===== src/rtl/dmem_ls_arbiter_pkg.sv =====
// rv32i_types: shared state encoding and constants for the dmem load/store arbiter.
package rv32i_types;
    typedef enum logic [1:0] {IDLE, LOAD_WAIT, STORE_WAIT, DRAIN} dmem_arb_state_t;
    localparam logic [31:0] WORD_ALIGN_MASK = 32'hFFFFFFFC;
endpackage


===== src/rtl/dmem_ls_arbiter.sv =====
// dmem_ls_arbiter: arbitrates load_rs reads and store_rs writes onto a single-outstanding dmem port.
// DMEM_ROUND_ROBIN_EN: alternate priority between classes when both request.
module dmem_ls_arbiter
    import rv32i_types::*;
#(
    parameter int LOAD_RS_DEPTH = 3
) (
    input  logic                     clk,
    input  logic                     rst,
    input  logic                     move_flush,
    input  logic                     dmem_r_rqst,
    input  logic [LOAD_RS_DEPTH-1:0] load_rs_idx_rqst,
    input  logic [31:0]              arbiter_load_rs_addr,
    input  logic [3:0]               arbiter_load_rs_rmask,
    input  logic                     store_w_rqst,
    input  logic [31:0]              arbiter_store_rs_addr,
    input  logic [3:0]               arbiter_store_rs_wmask,
    input  logic [31:0]              arbiter_store_rs_wdata,
    output logic                     load_rs_pop,
    output logic [LOAD_RS_DEPTH-1:0] load_rs_idx_executing,
    output logic [31:0]              dmem_rdata,
    output logic                     store_rs_pop,
    output logic [31:0]              dmem_addr,
    output logic [3:0]               dmem_rmask,
    output logic [3:0]               dmem_wmask,
    output logic [31:0]              dmem_wdata,
    input  logic [31:0]              dmem_resp_rdata,
    input  logic                     dmem_resp
);
    dmem_arb_state_t          state;
    logic [LOAD_RS_DEPTH-1:0] idx_q;
    logic                     post_rst;
    logic                     idle, load_ok, pick_store, grant_store, grant_load;
`ifdef DMEM_ROUND_ROBIN_EN
    logic                     last_grant;
`endif
    // the cycle right after reset is kept silent, so no grant is taken there
    always_comb begin
        idle        = !rst && !post_rst && state == IDLE;
        load_ok     = dmem_r_rqst && !move_flush;
`ifdef DMEM_ROUND_ROBIN_EN
        pick_store  = !load_ok || !last_grant;
`else
        pick_store  = 1'b1;
`endif
        grant_store = idle && store_w_rqst && pick_store;
        grant_load  = idle && load_ok && !grant_store;
        dmem_addr   = grant_store ? arbiter_store_rs_addr & WORD_ALIGN_MASK :
                      grant_load  ? arbiter_load_rs_addr & WORD_ALIGN_MASK : '0;
        dmem_wmask  = grant_store ? arbiter_store_rs_wmask : '0;
        dmem_wdata  = grant_store ? arbiter_store_rs_wdata : '0;
        dmem_rmask  = grant_load ? arbiter_load_rs_rmask : '0;
        load_rs_pop = !rst && state == LOAD_WAIT && dmem_resp && !move_flush;
        dmem_rdata  = load_rs_pop ? dmem_resp_rdata : '0;
        store_rs_pop = !rst && state == STORE_WAIT && dmem_resp;
        load_rs_idx_executing = rst ? '0 : idx_q;
    end
    always_ff @(posedge clk) begin
        if (rst) begin
            state    <= IDLE;
            idx_q    <= '0;
            post_rst <= 1'b1;
`ifdef DMEM_ROUND_ROBIN_EN
            last_grant <= 1'b0;
`endif
        end else begin
            post_rst <= 1'b0;
`ifdef DMEM_ROUND_ROBIN_EN
            if (grant_store || grant_load) last_grant <= grant_store;
`endif
            case (state)
                IDLE: begin
                    if (grant_store) state <= STORE_WAIT;
                    else if (grant_load) begin
                        state <= LOAD_WAIT;
                        idx_q <= load_rs_idx_rqst;
                    end
                end
                LOAD_WAIT:  state <= dmem_resp ? IDLE : move_flush ? DRAIN : LOAD_WAIT;
                STORE_WAIT: state <= dmem_resp ? IDLE : STORE_WAIT;
                DRAIN:      state <= dmem_resp ? IDLE : DRAIN;
            endcase
        end
    end
endmodule

===== config.mk =====
export PLATFORM = sky130hd
export DESIGN_NAME = dmem_ls_arbiter
export DESIGN_NICKNAME = d
export VERILOG_FILES = /design/src/rtl/dmem_ls_arbiter_pkg.sv /design/src/rtl/dmem_ls_arbiter.sv
export SDC_FILE = /design/constraint.sdc
export NUM_CORES = 1
export LEC_CHECK = 0
export ABC_AREA = 1
export ABC_CLOCK_PERIOD_IN_PS = 1100
export CAP_MARGIN = 20
export CORE_ASPECT_RATIO = 0.6
export CORE_MARGIN = 2
export CORE_UTILIZATION = 20
export DETAILED_ROUTE_END_ITERATION = 8
export HOLD_SLACK_MARGIN = 0.1
export PLACE_DENSITY = 0.77
export SYNTH_ARGS = -nofsm -noshare
export SYNTH_HDL_FRONTEND = slang
export SYNTH_SLANG_ARGS = --single-unit

===== constraint.sdc =====
create_clock -name clk -period 1.1 [get_ports clk]
set_input_delay 0.165 -clock clk [delete_from_list [all_inputs] [get_ports clk]]
set_output_delay 0.165 -clock clk [all_outputs]
set_load 0.1 [all_outputs]

==> flow_metrics.py <==
metrics = {
    "power": {
        "internal_power_w": 0.00178,
        "p_sw_share_pct": 48.3,
        "irDropWorstVdd_v": 0.000440,
        "power_density_nw_per_um2": 520,
        "power.share.clock_pct": 18.6,
        "p_sw_w": 0.00167,
        "power_frac_seq_pct": 7.1,
        "leakage_nw": 2.89,
        "pwr-share-comb_pct": 74.3,
    },
    "worst_setup_path": {
        "critPathKind": "flop to output port",
        "cp.required_ns": 0.94,
        "critPathMaxStageDelay_ns": 0.35,
        "path_cells": "nor2_4, buf_4, nand3_4, buf_12, o21ai_4, buf_12",
        "crit_top_cell": "buf_12",
        "worstRegToRegCells": 7,
        "slowest_stage": "dfxtp_4",
        "cp_max_fo": 14,
        "cp-end-kind": "output port",
        "cp-start-kind": "flop",
        "arrival_ns": 1.70,
    },
    "final_layout": {
        "synthToLayoutAreaGrowth_pct": 331,
        "fin_util_pct": 90.2,
        "n_fill_cell": 272,
        "drive_above_1_share_pct": 50.1,
        "nets": 725,
        "n_antenna_cell": 0,
    },
    "sta": {
        "fmax_mhz": 536,
        "finClkSkew_ns": 0.00308,
        "finalSetupViolCount": 109,
        "fin_crit_sh_pct": 169,
        "worst_slack_ns": -0.764,
        "rsz0062_at_grt": "yes",
        "maxSlewViolCount": 0,
        "period_needed_ns": 1.86,
        "hold_violations": 0,
        "tns_ns": -71.72,
        "finalHoldWorstSlack_ns": 0.422,
    },
    "placement": {
        "port_buffers": 247,
        "place_ws_ns": -0.856,
        "gp_congestion": 0.858,
        "dp_hpwl_um": 8650,
    },
    "synth": {
        "avgSynthCellArea_um2": 5.03,
        "yosysSeqAreaShare_pct": 7.81,
        "yosysWarnings": 0,
        "netlist_area_um2": 1540,
        "syn_inst": 306,
        "synth_seq_cells": 6,
        "yosysUniqueCellTypes": 19,
    },
    "cts": {
        "numClockSinks": 6,
        "cts_tree": "yes",
        "path_clk_slew_ns": 0.04,
        "h-tree-depth": 1,
        "clock_path_buffers": 2,
        "root_buffer": "clkbuf_16",
        "clkLatencyLatePin_ns": 0.24,
        "cts_made_buffers": 3,
    },
    "status": {
        "violations": "setup timing",
        "status": "finished, violations left",
    },
    "drt": {
        "dr.pass1.iters": 4,
        "vias_per_cell": 4.59,
        "dr_total_vias": 3132,
        "drc": 0,
        "routedWlPerCell_um": 20.6,
        "drtIter0Drc": 154,
        "drtAntennaViolNets": 0,
        "routed_wirelength_um": 14100,
    },
    "floorplan": {
        "rows": 24,
        "start_util_pct": 20.9,
        "die_h_um": 71.9,
        "die_area_um2": 8430,
        "chipWidth_um": 117,
        "core_area_um2": 7360,
        "io_pins": 254,
    },
    "global_route": {
        "grtUsageTotal_pct": 30.8,
        "grt_max_degree": 30,
        "antenna_found_initial": 0,
        "grt_pass1_vias": 3479,
        "grt-ovfl-total": 0,
        "grt_pass1_wl_um": 19400,
    },
    "flow_run": {
        "cap_viol_max_count": 0,
    },
    "worst_hold_path": {
        "min_path_cells": 2,
        "hold_class": "input pin to flop",
    },
}
## synth_stat cells
cell type / count / area share, %
nand3_4: 2 / 2.3
buf_4: 5 / 2.4
nor4_1: 1 / 0.41
buf_6: 4 / 2.9
nor2_1: 75 / 18
o21ai_2: 10 / 5.7
buf_8: 1 / 0.98
conb_1: 1 / 0.24
clkbuf_1: 2 / 0.49
o21ai_0: 21 / 6.8
buf_2: 3 / 0.98
a21oi_1: 2 / 0.65
inv_1: 117 / 29
dfxtp_1: 6 / 7.8
nand3_1: 5 / 1.6
nor3_2: 1 / 0.65
nor2_4: 12 / 8.8
nand2_1: 37 / 9.0
nor2_8: 1 / 1.3
## worst max-delay path, delay by kind of cell (launching register included)
kind | cells | cell delay, ns
simple gates | 2 | 0.29
flops | 1 | 0.35
buf+inv | 3 | 0.61
compound gates | 1 | 0.21
## cells by family (layout without fill, tap and decap cells)
group,count (synthesis),in the layout,synth area share (%)
simple gates,134,134,42.4
buf+inv,132,404,36.4
compound gates,33,33,13.2
flops,6,6,7.81
other cells,1,2,0.244
## registers in the layout, indices dropped and copies added, names as in the netlist
register and cells:
state 2, post_rst 1, idx_q 3
## power by group through the flow
| stage | logic, W | registers, W | clock network [W] |
|---|---|---|---|
| 3_5_place_dp | 0.00239 | 0.000248 | 0 |
| 6_report | 0.00256 | 0.000246 | 0.000643 |
| 4_1_cts | 0.00249 | 0.000244 | 0.000636 |
| 5_1_grt | 0.00264 | 0.000247 | 0.000652 |
| 2_1_floorplan | 0.00130 | 0.000248 | 0 |
| 3_3_place_gp | 0.00233 | 0.000246 | 0 |
## layer usage
layer | global-route usage (%) | routed length (um) | vias up
met5 | 0 | 0 | -
met4 | 19.9 | 926 | 0
met3 | 8.94 | 1230 | 78
met2 | 58.0 | 7430 | 224
met1 | 29.4 | 4480 | 1448
li1 | - | - | 1382
## stage by stage
stage                     cells  power [W]  area [um2]
after floorplan             307    0.00155        2410
after global placement      662    0.00258        6140
after detailed placement    662    0.00263        6140
after CTS                   682    0.00337        6620
after global routing        683    0.00353        6640
final                       683    0.00345        6640
## cells in the final DEF (no fill, tap or decap), types with 3 or more instances in the layout
| master | n |
|---|---|
| dlygate4sd2_1 | 4 |
| buf_16 | 4 |
| buf_4 | 16 |
| buf_12 | 118 |
| nand2_2 | 6 |
| dfxtp_2 | 3 |
| o21ai_4 | 30 |
| inv_1 | 112 |
| nand3_1 | 3 |
| nand3_4 | 3 |
| buf_6 | 4 |
| nand2_1 | 20 |
| nand2_4 | 11 |
| clkdlybuf4s50_1 | 135 |
| nor2_4 | 79 |
| inv_2 | 4 |
| clkbuf_16 | 3 |
| nor2_1 | 8 |
## final timing paths
kind            start      endpoint  slack, ns
max          state[0]  dmem_addr[5]      -0.76
min               rst      post_rst       0.42
max reg2reg  state[0]      state[0]      -0.36
min reg2reg  idx_q[0]      idx_q[0]       0.52
## layout make-up
class	instances	area, um2	share of cell area, %
clock buffers	4	78.8	1.19
inverters	117	443	6.68
multi-input cells	169	1800	27.2
flip-flops and latches	6	131	1.98
well taps	104	130	1.96
repair buffers	283	4050	61.0
## timing repair
action / CTS / global route
endpoints found under the setup margin: 112 / 111
setup buffers: 12 / 2
resized for setup: 53 / 7
hold buffers: 0 / 0
pin swaps: 11 / 5
cloned: 4 / 0
No activity file was read; power rests on OpenSTA's default activity.
